$ cat config.mk
export PLATFORM = sky130hd
export DESIGN_NAME = nfc_cmd_scheduler
export DESIGN_NICKNAME = d
export VERILOG_FILES = /design/src/rtl/nfc_cmd_scheduler.sv
export SDC_FILE = /design/constraint.sdc
export NUM_CORES = 1
export LEC_CHECK = 0
export ABC_AREA = 1
export CAP_MARGIN = 20
export CORE_MARGIN = 2
export CORE_UTILIZATION = 42
export CTS_CLUSTER_DIAMETER = 40
export DETAILED_ROUTE_END_ITERATION = 8
export GPL_TIMING_DRIVEN = 0
export PLACE_DENSITY = 0.81
export SYNTH_ARGS = -nofsm -noshare
export SYNTH_HDL_FRONTEND = slang
export SYNTH_SLANG_ARGS = --single-unit
export TNS_END_PERCENT = 50
$ cat constraint.sdc
create_clock -name clk -period 1.4 [get_ports clk]
set_input_delay 0.21 -clock clk [delete_from_list [all_inputs] [get_ports clk]]
set_output_delay 0.21 -clock clk [all_outputs]
set_load 0.1 [all_outputs]
$ cat src/rtl/nfc_cmd_scheduler.sv
// Two-requester round-robin command scheduler for a NAND flash controller.
// Issues one command at a time, waits for completion or timer abort, and reports status.
module nfc_cmd_scheduler #(
    parameter int TIMEOUT = 65535
) (
    input  logic        clk,
    input  logic        Reset,
    input  logic        req0,
    input  logic        req1,
    input  logic [2:0]  cmd0,
    input  logic [2:0]  cmd1,
    input  logic [15:0] rwa0,
    input  logic [15:0] rwa1,
    output logic        grant0,
    output logic        grant1,
    output logic        done0,
    output logic        done1,
    output logic        fail,
    output logic        timeout,
    output logic        busy,
    output logic        nfc_start,
    output logic [2:0]  nfc_cmd,
    output logic [15:0] RWA,
    input  logic        nfc_done,
    input  logic        nfc_fail
);

    typedef enum logic [2:0] {
        IDLE     = 3'd0,
        ISSUE    = 3'd1,
        WAIT     = 3'd2,
        REJECT   = 3'd3,
        COMPLETE = 3'd4
    } state_t;

    localparam logic [16:0] CNT_LAST = 17'(TIMEOUT - 1);
    localparam logic [2:0]  CMD_MAX  = 3'd2;

    state_t      state, state_nxt;
    logic        ptr;
    logic        owner;
    logic [16:0] cnt;
    logic        sel;
    logic [2:0]  sel_cmd;
    logic        any_req;
    logic        cnt_hit;

    // Requester 1 wins when it is alone or holds the round-robin token.
    assign any_req = req0 | req1;
    assign sel     = req1 & (~req0 | ptr);
    assign sel_cmd = sel ? cmd1 : cmd0;
    assign cnt_hit = (cnt == CNT_LAST);

    always_ff @(posedge clk or posedge Reset) begin
        if (Reset) state <= IDLE;
        else       state <= state_nxt;
    end

    always_comb begin
        state_nxt = state;
        case (state)
            IDLE:     if (any_req) state_nxt = (sel_cmd <= CMD_MAX) ? ISSUE : REJECT;
            ISSUE:    state_nxt = WAIT;
            WAIT:     if (nfc_done || cnt_hit) state_nxt = COMPLETE;
            REJECT:   state_nxt = COMPLETE;
            COMPLETE: state_nxt = IDLE;
            default:  state_nxt = IDLE;
        endcase
    end

    always_ff @(posedge clk or posedge Reset) begin
        if (Reset) begin
            ptr     <= 1'b0;
            owner   <= 1'b0;
            cnt     <= '0;
            nfc_cmd <= '0;
            RWA     <= '0;
            fail    <= 1'b0;
            timeout <= 1'b0;
        end else begin
            case (state)
                IDLE: begin
                    if (any_req) begin
                        owner   <= sel;
                        nfc_cmd <= sel_cmd;
                        RWA     <= sel ? rwa1 : rwa0;
                    end
                end
                ISSUE: cnt <= '0;
                WAIT: begin
                    cnt <= cnt + 17'd1;
                    // Controller completion takes precedence over a same-cycle timer expiry.
                    if (nfc_done) begin
                        fail    <= nfc_fail;
                        timeout <= 1'b0;
                    end else if (cnt_hit) begin
                        fail    <= 1'b1;
                        timeout <= 1'b1;
                    end
                end
                REJECT: begin
                    fail    <= 1'b1;
                    timeout <= 1'b0;
                end
                COMPLETE: begin
                    ptr     <= ~owner;
                    fail    <= 1'b0;
                    timeout <= 1'b0;
                end
                default: ;
            endcase
        end
    end

    assign busy      = (state != IDLE);
    assign nfc_start = (state == ISSUE);
    assign grant0    = ((state == ISSUE) || (state == REJECT)) && !owner;
    assign grant1    = ((state == ISSUE) || (state == REJECT)) &&  owner;
    assign done0     = (state == COMPLETE) && !owner;
    assign done1     = (state == COMPLETE) &&  owner;

endmodule

After elaboration in Yosys (flattened, before gate mapping)
Cells that the tools add are included.
Storage, ports and cells
  output and inout port bits: 27
  bits of input ports: 44
  ROM bits: 0
  flip-flop bits (word level): 43
  memories kept: 0
  logic and storage cells: 52
  latch bits: 0
  memory bits (writable): 0
Operators by class
  mux-type cells: 12
  div/mod/pow operators: 0
  reductions and logical operators: 17
  equality and inequality tests: 8
  multiply operators: 0
  $lt $le $gt $ge: 1
  shift operators: 0
  bitwise logic cells: 5
  add/sub/neg operators: 1
Operators by type and width (count)
  17-bit case mux with 2 select lines: 1
  17-bit by 1-bit adder with 17-bit output, second input constant: 1
  17-bit by 16-bit == test with 1-bit output, second input constant: 1
  16-bit 2-to-1 mux: 1
  3-bit case mux with 4 select lines: 1
  3-bit 2-to-1 mux: 3
  2-bit AND reduction: 4
  3-bit by 2-bit == test with 1-bit output, second input constant: 2
  3-bit nonzero test: 2
  1-bit logical AND: 4
  2-bit inequality test, second input constant: 2
  2-bit nonzero test: 2
  3-bit by 1-bit == test with 1-bit output, second input constant: 1
  3-bit == test, second input constant: 1
  3-bit by 2-bit <= comparator with 1-bit output, second input constant: 1
  3-bit logical NOT: 1
  1-bit 2-to-1 mux: 3
  3-bit inequality test, second input constant: 1
  1-bit case mux with 3 select lines: 1
  1-bit logical OR: 2
  2-bit 2-to-1 mux: 1
  1-bit NOT: 2
  1-bit OR: 2
  1-bit case mux with 2 select lines: 1
  3 further kinds: 3

Logic depth before layout (Yosys ltp)
  depth in word-level cells: 8
  mapped depth: 11
  depth with buffers taken out: 11

Worst setup path before layout
OpenSTA, ideal clock, no wires.
  kind: reg-to-reg
  start point: register state[1]
  end point: register ptr
  arrival: 2022 ps
  buffers on the path: 0
  setup slack: -830 ps
  cell stages (with the launch flop): 5
  cell sequence: dfrtp_1 > inv_1 > nand3_1 > nor2_1 > a21oi_1
On the way
  longest elaborated chain between the ends: 1
Ends and longest elaborated chain
  start: declaration: RTL line 39  | state_t state, state_nxt;
  start signal: assignment: RTL line 56  | else state <= state_nxt;
  3-bit == test: RTL line 81  | case (state)
  end signal: assignment: RTL line 106  | ptr <= ~owner;
  end: declaration: RTL line 40  | logic ptr;
Every way passes these cells.
A chain may end at the register's enable or synchronous reset.

Worst setup path in the final report
  start point: register state[2]
  end point: output nfc_start
On the way
  longest elaborated chain between the ends: 1
Ends and longest elaborated chain
  3-bit by 1-bit == test with 1-bit output: RTL line 116  | assign nfc_start = (state == ISSUE);
  end: declaration: RTL line 21  | output logic nfc_start,
Every way passes these cells.

==> results.toml <==
[logic_synthesis]
postSynthRegisterBits = 43
syn_nets = 342
syn_area_per_cell_um2 = 7.748
ys.flop_type = "dfrtp_1"
synth_edf_count = 0
synth_warnings = 0
ys_top_cells_by_count = "80 x nand2_1, 43 x dfrtp_1, 38 x o21ai_0"
synth_seq_area_share = 0.4692
synth.most_common_cell = "nand2_1"
syn_area_um2 = 2293
synth_top_area_frac = 0.4692
synth.distinct_cells = 26
synthArstFlopShare = 1.000
synth_area_leaders = "dfrtp_1 47%, nand2_1 13%, o21ai_0 8.3%, nor2_1 5.2%, nand3_1 4.1%"
yosys.area.top_type = "dfrtp_1"
netlist_instances = 296

[worst_setup_path]
crit_path_top_delay_cell = "dfrtp_1"
cp_data_arrival_time_ps = 1320
cp-start-kind = "register"
ff2ff_setup_slack_ps = -90
end_kind = "output pin"
path_class = "reg2out"
cpPeakStageDelay_ps = 450
required_ps = 1190
worstPathCellList = "inv_4 > nand2_4 > nor2_4 > buf_12"
cp_max_fo = 3

[power]
p_clk_frac = 0.093
cellPowerDensity_nw_per_um2 = 2382
switching_share = 0.5709
pwr-share-seq = 0.229
ir_drop_v = 0.001699
p_sw_mw = 4.761
leakagePower_nw = 1.651
pwr-share-comb = 0.678
power_mw = 8.340
p_int_mw = 3.578

[cells_and_area]
final-instance-count-excl-fill = 467
final_util = 0.6768
areaGrowthSynthToFinish_pct = 52.65
antenna_cells = 0
fillers = 410
drive_above_1_share = 0.2846
num-nets-final = 442

[floorplanning]
die_w_um = 77.90
initial_core_util = 0.4434
die_y_um = 77.90
dieArea_um2 = 6068
io_pins = 71
num_rows = 26
core_region_area_um2 = 5172

[timing]
fin_worst_skew_ps = 6.984
rsz0062_at_grt = "true"
slew_violations = 0
hold_violations = 0
fin_crit_sh = 1.091
fmax_mhz = 654.6
fin_ws_ps = -127.7
tightest_slew_ps = 892.6
slew_headroom = 0.4040
setup_viol = 32
hold_ws_ps = 412.9
fin_crit_ps = 1528

[routing]
wire_per_inst_um = 13.61
vias_per_cell = 4.946
num_vias = 2310
finalWirelength_um = 6354
drt_iter0_markers = 133
first_pass_iters = 4
drc_errors = 0
ant_nets = 0

[placed_design]
dp.cells = 436
dpl_worst_slack_ps = -1040
port_buffers = 70
gp_congestion = 0.8333
hpwlAfterDp_um = 4307

[cts]
cts_max_level = 2
cts_made_buffers = 5
clockBufferDepth = 2
clk_pin_slew_worst_paths_ps = 80
clock_tree.root_cell = "clkbuf_8"
cts_tree = "done"
clk-insertion-delay-late_ps = 300
hold_buffers = 0
cts_sinks = 43

[worst_hold_path]
min_path_type = "in2async"

[global_route]
grt_max_degree = 44
grt_first_pass_wirelength_um = 9853
grt_use_total = 0.2044
grt_pass1_vias = 2199
antenna_found_initial = 0
overflow = 0

[flow_run]
drv_cap = 0

[run_status]
violations = "setup timing"
status = "finished with violations"
## cell type report
class | count | area, um^2 | area share
clock buffers | 7 | 76.32 | 0.02180
repair inverters | 2 | 10.01 | 0.002859
repair buffers | 91 | 880.8 | 0.2516
multi-input cells | 213 | 1150 | 0.3284
well taps | 70 | 87.58 | 0.02502
inverters | 33 | 141.4 | 0.04039
plain buffers | 7 | 72.57 | 0.02073
flip-flops and latches | 43 | 1077 | 0.3077
clock inverters | 1 | 5.005 | 0.001430
## layer usage
layer	GRT usage	vias up	wire, um
met4	0.07193	0	114
met1	0.2319	1073	2471
li1	-	1148	-
met2	0.3586	76	3270
met5	0	-	0
met3	0.06744	13	499
## cells in the final DEF (no fill, tap or decap), drive strengths merged, types with 4 or more instances in the layout
cell type      instances
nand3                 22
buf                   53
inv                   31
a21oi                  5
clkbuf                 9
nand2                 85
nor3                   4
dfrtp                 43
clkinv                 5
o21ai                 53
clkdlybuf4s50         41
nor2                  38
## cells by family after synthesis
| logic type | after synthesis | share of synthesized area |
|---|---|---|
| buffers and inverters | 40 | 0.08456 |
| flip-flops | 43 | 0.4692 |
| AO/OA/AOI/OAI | 58 | 0.1315 |
| adder cells (fa/ha/maj) | 2 | 0.01091 |
| AND/OR/NAND/NOR | 153 | 0.3039 |
## registers in the layout, indices dropped and copies added (netlist names)
| name | count |
|---|---|
| state | 3 |
| owner | 1 |
| ptr | 1 |
| fail | 1 |
| cnt | 17 |
| nfc_cmd | 3 |
| timeout | 1 |
| RWA | 16 |
## stage by stage
stage          instance area [um^2]  setup TNS, ps
2_1_floorplan                  2340          -6628
3_3_place_gp                   3128         -44030
3_5_place_dp                   3128         -15040
4_1_cts                        3283          -1054
5_1_grt                        3501          -4446
6_report                       3501          -1465
## critical path: cells and delay by family, from the launching register on
kind	cells	cell delay, ps
buffers and inverters	2	330
and+or+nand+nor	2	250
DFF	1	450
## path summary, 6_finish.rpt
path	depth (start not counted)	from	endpoint
min	2	Reset	RWA[15]$_DFFE_PP0P_
max in group asynchronous	2	Reset	state[1]$_DFFE_PP0P_
max reg2reg	9	state[2]$_DFFE_PP0P_	cnt[10]$_DFFE_PP0P_
max	4	state[2]$_DFFE_PP0P_	nfc_start
min in group clk	5	req1	nfc_cmd[0]$_DFFE_PP0P_
min reg2reg	2	fail$_DFFE_PP0P_	fail$_DFFE_PP0P_
## power by group through the flow
| stage | registers (mW) | logic (mW) | clock network (mW) |
|---|---|---|---|
| floorplan | 3.97 | 1.72 | 0 |
| global placement | 1.92 | 4.92 | 0 |
| detailed placement | 1.94 | 4.97 | 0 |
| CTS | 1.90 | 5.13 | 0.780 |
| global route | 1.95 | 5.94 | 0.831 |
| finish | 1.91 | 5.66 | 0.772 |
## timing repair
item | 4_1_cts | 5_1_grt
gates resized for setup | 171 | 42
pin swaps | 4 | 12
setup buffers | 8 | 12
endpoints found under the setup margin | 36 | 42
gates cloned | 0 | 3
Power figures use the tool's default switching activity.
